--- config.mk ---
export PLATFORM = sky130hd
export DESIGN_NAME = mul_arbiter
export DESIGN_NICKNAME = d
export VERILOG_FILES = /design/src/rtl/mul_arbiter.sv
export SDC_FILE = /design/constraint.sdc
export NUM_CORES = 1
export LEC_CHECK = 0
export ABC_AREA = 1
export CAP_MARGIN = 20
export CORE_MARGIN = 4
export CORE_UTILIZATION = 56
export CTS_CLUSTER_SIZE = 25
export DETAILED_ROUTE_END_ITERATION = 10
export MAX_ROUTING_LAYER = met4
export PLACE_DENSITY_LB_ADDON = 0.15
export RECOVER_POWER = 50
export SYNTH_ARGS = -nofsm -noshare
export SYNTH_HDL_FRONTEND = slang
export SYNTH_SLANG_ARGS = --single-unit
--- constraint.sdc ---
create_clock -name clk -period 5.2 [get_ports clk]
set_clock_uncertainty 0.1 [all_clocks]
set_input_delay 0.52 -clock clk [delete_from_list [all_inputs] [get_ports clk]]
set_output_delay 0.52 -clock clk [all_outputs]
set_load 0.05 [all_outputs]
--- src/rtl/mul_arbiter.sv ---
// Two-requester round-robin front end for one shared 8x8 unsigned array multiplier.
// A transaction runs IDLE (arbitrate) -> CALC (grant) -> RESP (done).

module mul8x8_array (
  input  logic [7:0]  a,
  input  logic [7:0]  b,
  output logic [15:0] p
);
  logic [15:0] pp  [8];
  logic [15:0] acc [9];

  assign acc[0] = 16'h0000;

  // Shifted partial-product rows summed down the array.
  for (genvar gi = 0; gi < 8; gi++) begin : g_row
    assign pp[gi]      = b[gi] ? ({8'h00, a} << gi) : 16'h0000;
    assign acc[gi + 1] = acc[gi] + pp[gi];
  end

  assign p = acc[8];
endmodule

module mul_arbiter (
  input  logic        clk,
  input  logic        rst,
  input  logic        req0,
  input  logic [7:0]  a0,
  input  logic [7:0]  b0,
  input  logic        req1,
  input  logic [7:0]  a1,
  input  logic [7:0]  b1,
  output logic        gnt0,
  output logic        gnt1,
  output logic        done0,
  output logic        done1,
  output logic [15:0] result,
  output logic        ovf,
  output logic        gid,
  output logic        busy
);
  typedef enum logic [1:0] {IDLE, CALC, RESP} state_t;

  state_t      state, state_next;
  logic        ptr;
  logic        owner;
  logic        win;
  logic [7:0]  op_a, op_b;
  logic [15:0] prod;

  mul8x8_array u_mul (
    .a (op_a),
    .b (op_b),
    .p (prod)
  );

  // On a tie the requester that was not served last wins.
  assign win = (req0 && req1) ? ~ptr : req1;

  always_ff @(posedge clk or posedge rst) begin
    if (rst) begin
      state  <= IDLE;
      ptr    <= 1'b1;
      owner  <= 1'b0;
      op_a   <= 8'h00;
      op_b   <= 8'h00;
      result <= 16'h0000;
      ovf    <= 1'b0;
      gid    <= 1'b0;
    end else begin
      state <= state_next;
      if (state == IDLE && (req0 || req1)) begin
        owner <= win;
        ptr   <= win;
        op_a  <= win ? a1 : a0;
        op_b  <= win ? b1 : b0;
      end
      // gid moves together with result so it always names the result's owner.
      if (state == CALC) begin
        result <= prod;
        ovf    <= |prod[15:8];
        gid    <= owner;
      end
    end
  end

  always_comb begin
    state_next = state;
    gnt0       = 1'b0;
    gnt1       = 1'b0;
    done0      = 1'b0;
    done1      = 1'b0;
    busy       = 1'b0;
    case (state)
      IDLE: begin
        if (req0 || req1) state_next = CALC;
      end
      CALC: begin
        state_next = RESP;
        busy       = 1'b1;
        gnt0       = ~owner;
        gnt1       = owner;
      end
      RESP: begin
        state_next = IDLE;
        busy       = 1'b1;
        done0      = ~gid;
        done1      = gid;
      end
      default: state_next = IDLE;
    endcase
  end
endmodule

==> summary.txt <==
Status: finished with violations
Violations in the final reports: capacitance limit, slew limit
Worst r2r src: op_a[2]
Routability cong.: 0.943
Overall die height: 90.9 um
Wire length of the first global-routing pass: 14,200 um
Critical path arrival: 4.51 ns
# nets final: 676
Number of detailed-routing iterations run before antenna repair: 4
WL/cell: 12.7 um
Antenna violations before repair: 0
Clock tree from TritonCTS: built
Flop and latch count out of synthesis: 38
Min-delay worst type: reg2reg
Net count of the mapped netlist: 632
# DRC: 0
Worst hold margin: 0.369 ns
Floorplan Core Area: 0.00649 mm^2
Overflow after GRT: 0
Final routed wirelength across all metal layers: 8170 um
Max-Cap Viols: 1
Number of DRC markers in iteration 0: 196
Mean instance size in the synthesized netlist: 7.36 um^2
Die footprint: 0.00826 mm^2
Kind of capture point of the worst setup path: register
Final critical-path required period: 4.41 ns
Reg2reg path depth: 23
Reg-to-reg slack, setup: 0.79 ns
Final Util: 69.8%
Filler cell count: 539
Fmax achieved: 0.227 GHz
Layout-stage area growth over the synthesis result: 17.9%
Worst hold start: result[6]
Maximum number of pins on one net before global-route repair: 39
Startpoint kind of the worst setup timing path: register
Dominant cells by area after synthesis: sky130_fd_sc_hd__dfrtp_1 24%, sky130_fd_sc_hd__fa_1 20%, sky130_fd_sc_hd__nand2_1 16%, sky130_fd_sc_hd__ha_1 11%, sky130_fd_sc_hd__inv_1 11%
Top flip-flop cell by instance count after synthesis: sky130_fd_sc_hd__dfrtp_1
End of the worst register-to-register path: ovf
Horizontal die dimension: 90.9 um
Number of port buffers: 58
Most used standard cells in the synthesized netlist: 163 x sky130_fd_sc_hd__nand2_1, 112 x sky130_fd_sc_hd__inv_1, 38 x sky130_fd_sc_hd__fa_1, 37 x sky130_fd_sc_hd__dfrtp_1, 37 x sky130_fd_sc_hd__nor2_1
Cell row count: 29
Final setup vio count: 0
CTS hold repair buffers: 0
Post-route antenna net violation count: 0
Top-area cell type share of the netlist area: 24.1%
Number of buffers inserted by post-CTS setup repair: 0
Largest fanout of any net on the critical path: 9
Synth Instances: 523
Most used standard cell by instance count after synthesis: sky130_fd_sc_hd__nand2_1
Setup repair after global routing missed its margin: false
Fraction of final layout cells sized beyond drive strength 1: 4.23%
Clock input transition at the sequential cells of the worst setup and hold paths: 0.08 ns
Slew headroom: -33.1%
Gates resized, CTS repair: 0
Effective utilization at floorplan: 59.2%
Total negative setup slack: 0 ns
Fraction of the cycle the final worst path needs: 84.9%
Cell depth of the worst hold path: 2
Number of top-level design ports: 59
Worst-Margin Slew: 2.00 ns
Maximum count of clock buffers along a single path: 2
Number of global-route vias before repair: 3,291
Clock Root Buffer: sky130_fd_sc_hd__clkbuf_8
Cell type with the largest total area after synthesis: sky130_fd_sc_hd__dfrtp_1
Count of vias placed by the detailed router: 3,220
Count of cell types in the netlist: 26
Clock insertion delay at the later pin of the skew report: 0.30 ns
Warnings from Yosys: 0
Post-synthesis instance area: 0.00385 mm^2
Hold worst-path end: result[6]
TritonCTS sink count: 38
DR vias/cell: 4.99
Antenna cell count: 0
TritonCTS Buffers: 5
Share of synthesized area occupied by flip-flops and latches: 24.7%
HPWL Detailed: 6730 um
Total GRT Usage: 21.2%
Pins Over Slew Limit: 39
Req. time, crit path: 5.30 ns
CTS H-Tree Depth: 2
Final hold violation count: 0
Fraction of synthesis flops using an asynchronous set or reset pin: 100%
Kind of critical path: reg2reg
EDFF count, synth: 0
-- placed cells by master (no fill, tap or decap), types with 5 or more instances in the layout --
master,n
sky130_fd_sc_hd__inv_1,112
sky130_fd_sc_hd__clkbuf_8,6
sky130_fd_sc_hd__nand2_1,164
sky130_fd_sc_hd__clkdlybuf4s50_1,52
sky130_fd_sc_hd__nand3_1,12
sky130_fd_sc_hd__dfrtp_1,37
sky130_fd_sc_hd__dlygate4sd3_1,6
sky130_fd_sc_hd__nor2_1,37
sky130_fd_sc_hd__ha_1,35
sky130_fd_sc_hd__o21ai_0,32
sky130_fd_sc_hd__fa_1,38
sky130_fd_sc_hd__a31oi_1,5
-- flip-flops by register name (all words and copies together) (netlist names) --
| signal | cells |
|---|---|
| gid | 1 |
| ptr | 1 |
| state | 2 |
| ovf | 1 |
| result | 16 |
| owner | 1 |
| op_b | 8 |
| op_a | 8 |
-- routing by layer --
metal / part of all wire, % / vias to the layer above / global-route usage, %
met1: 46 / 1493 / 26.5
met4: 1.6 / 0 / 6.28
li1: - / 1638 / -
met3: 4.4 / 15 / 3.17
met5: 0 / - / -
met2: 48 / 74 / 35.8
-- worst max-delay path by stage --
stage,start,to,cells after the start
floorplan,op_a[2],ovf,24
global placement,op_a[2],ovf,23
detailed placement,op_a[2],ovf,23
CTS,op_a[2],ovf,23
global route,op_a[2],ovf,23
finish,op_a[2],ovf,23
-- cell type report --
type / instances / area (um^2) / share of cell area [%]
Multi-Input combinational cell: 348 / 2370 / 52.3
Sequential cell: 38 / 952 / 21.0
Timing Repair Buffer: 60 / 592 / 13.0
Inverter: 114 / 428 / 9.43
Tap cell: 77 / 96.3 / 2.12
Clock buffer: 6 / 82.6 / 1.82
Clock inverter: 2 / 12.5 / 0.276
-- per-stage QoR --
| stage | instances | instance area (um^2) | worst slack (ns) |
|---|---|---|---|
| after detailed placement | 637 | 4450 | 0.800 |
| after global routing | 645 | 4540 | 0.514 |
| after floorplan | 523 | 3850 | 0.978 |
| final | 645 | 4540 | 0.788 |
| after CTS | 645 | 4540 | 0.792 |
| after global placement | 637 | 4450 | 0.928 |
-- kinds of logic (layout without fill, tap and decap cells) --
family	Yosys count	count (layout)	synth area share [%]
AOI/OAI and AO/OA	47	47	6.50
and+or+nand+nor	227	227	23.8
xor gates and xnor gates	1	1	0.228
adders and majority gates	73	73	31.2
buffers and inverters	137	182	13.5
DFF	38	38	24.7
-- critical path, cell delays in order (launching register included) --
cell and delay (ns):
sky130_fd_sc_hd__dfrtp_1 0.48, sky130_fd_sc_hd__nand2_1 0.11, sky130_fd_sc_hd__inv_1 0.06, sky130_fd_sc_hd__fa_1 0.53
sky130_fd_sc_hd__inv_1 0.06, sky130_fd_sc_hd__fa_1 0.52, sky130_fd_sc_hd__inv_1 0.05, sky130_fd_sc_hd__fa_1 0.54
sky130_fd_sc_hd__inv_1 0.06, sky130_fd_sc_hd__fa_1 0.53, sky130_fd_sc_hd__inv_1 0.04, sky130_fd_sc_hd__ha_1 0.35
sky130_fd_sc_hd__nand2_1 0.13, sky130_fd_sc_hd__inv_1 0.08, sky130_fd_sc_hd__nand2_2 0.09, sky130_fd_sc_hd__nand2_1 0.06
sky130_fd_sc_hd__nand2_1 0.07, sky130_fd_sc_hd__nand3_2 0.07, sky130_fd_sc_hd__nand2_1 0.07, sky130_fd_sc_hd__nand2_1 0.06
sky130_fd_sc_hd__nor2_2 0.10, sky130_fd_sc_hd__nand3_1 0.08, sky130_fd_sc_hd__nand2_1 0.06, sky130_fd_sc_hd__inv_1 0.03
Power is not shown: default switching activity piles up to over one toggle a cycle in this logic, so the estimate is an artifact.
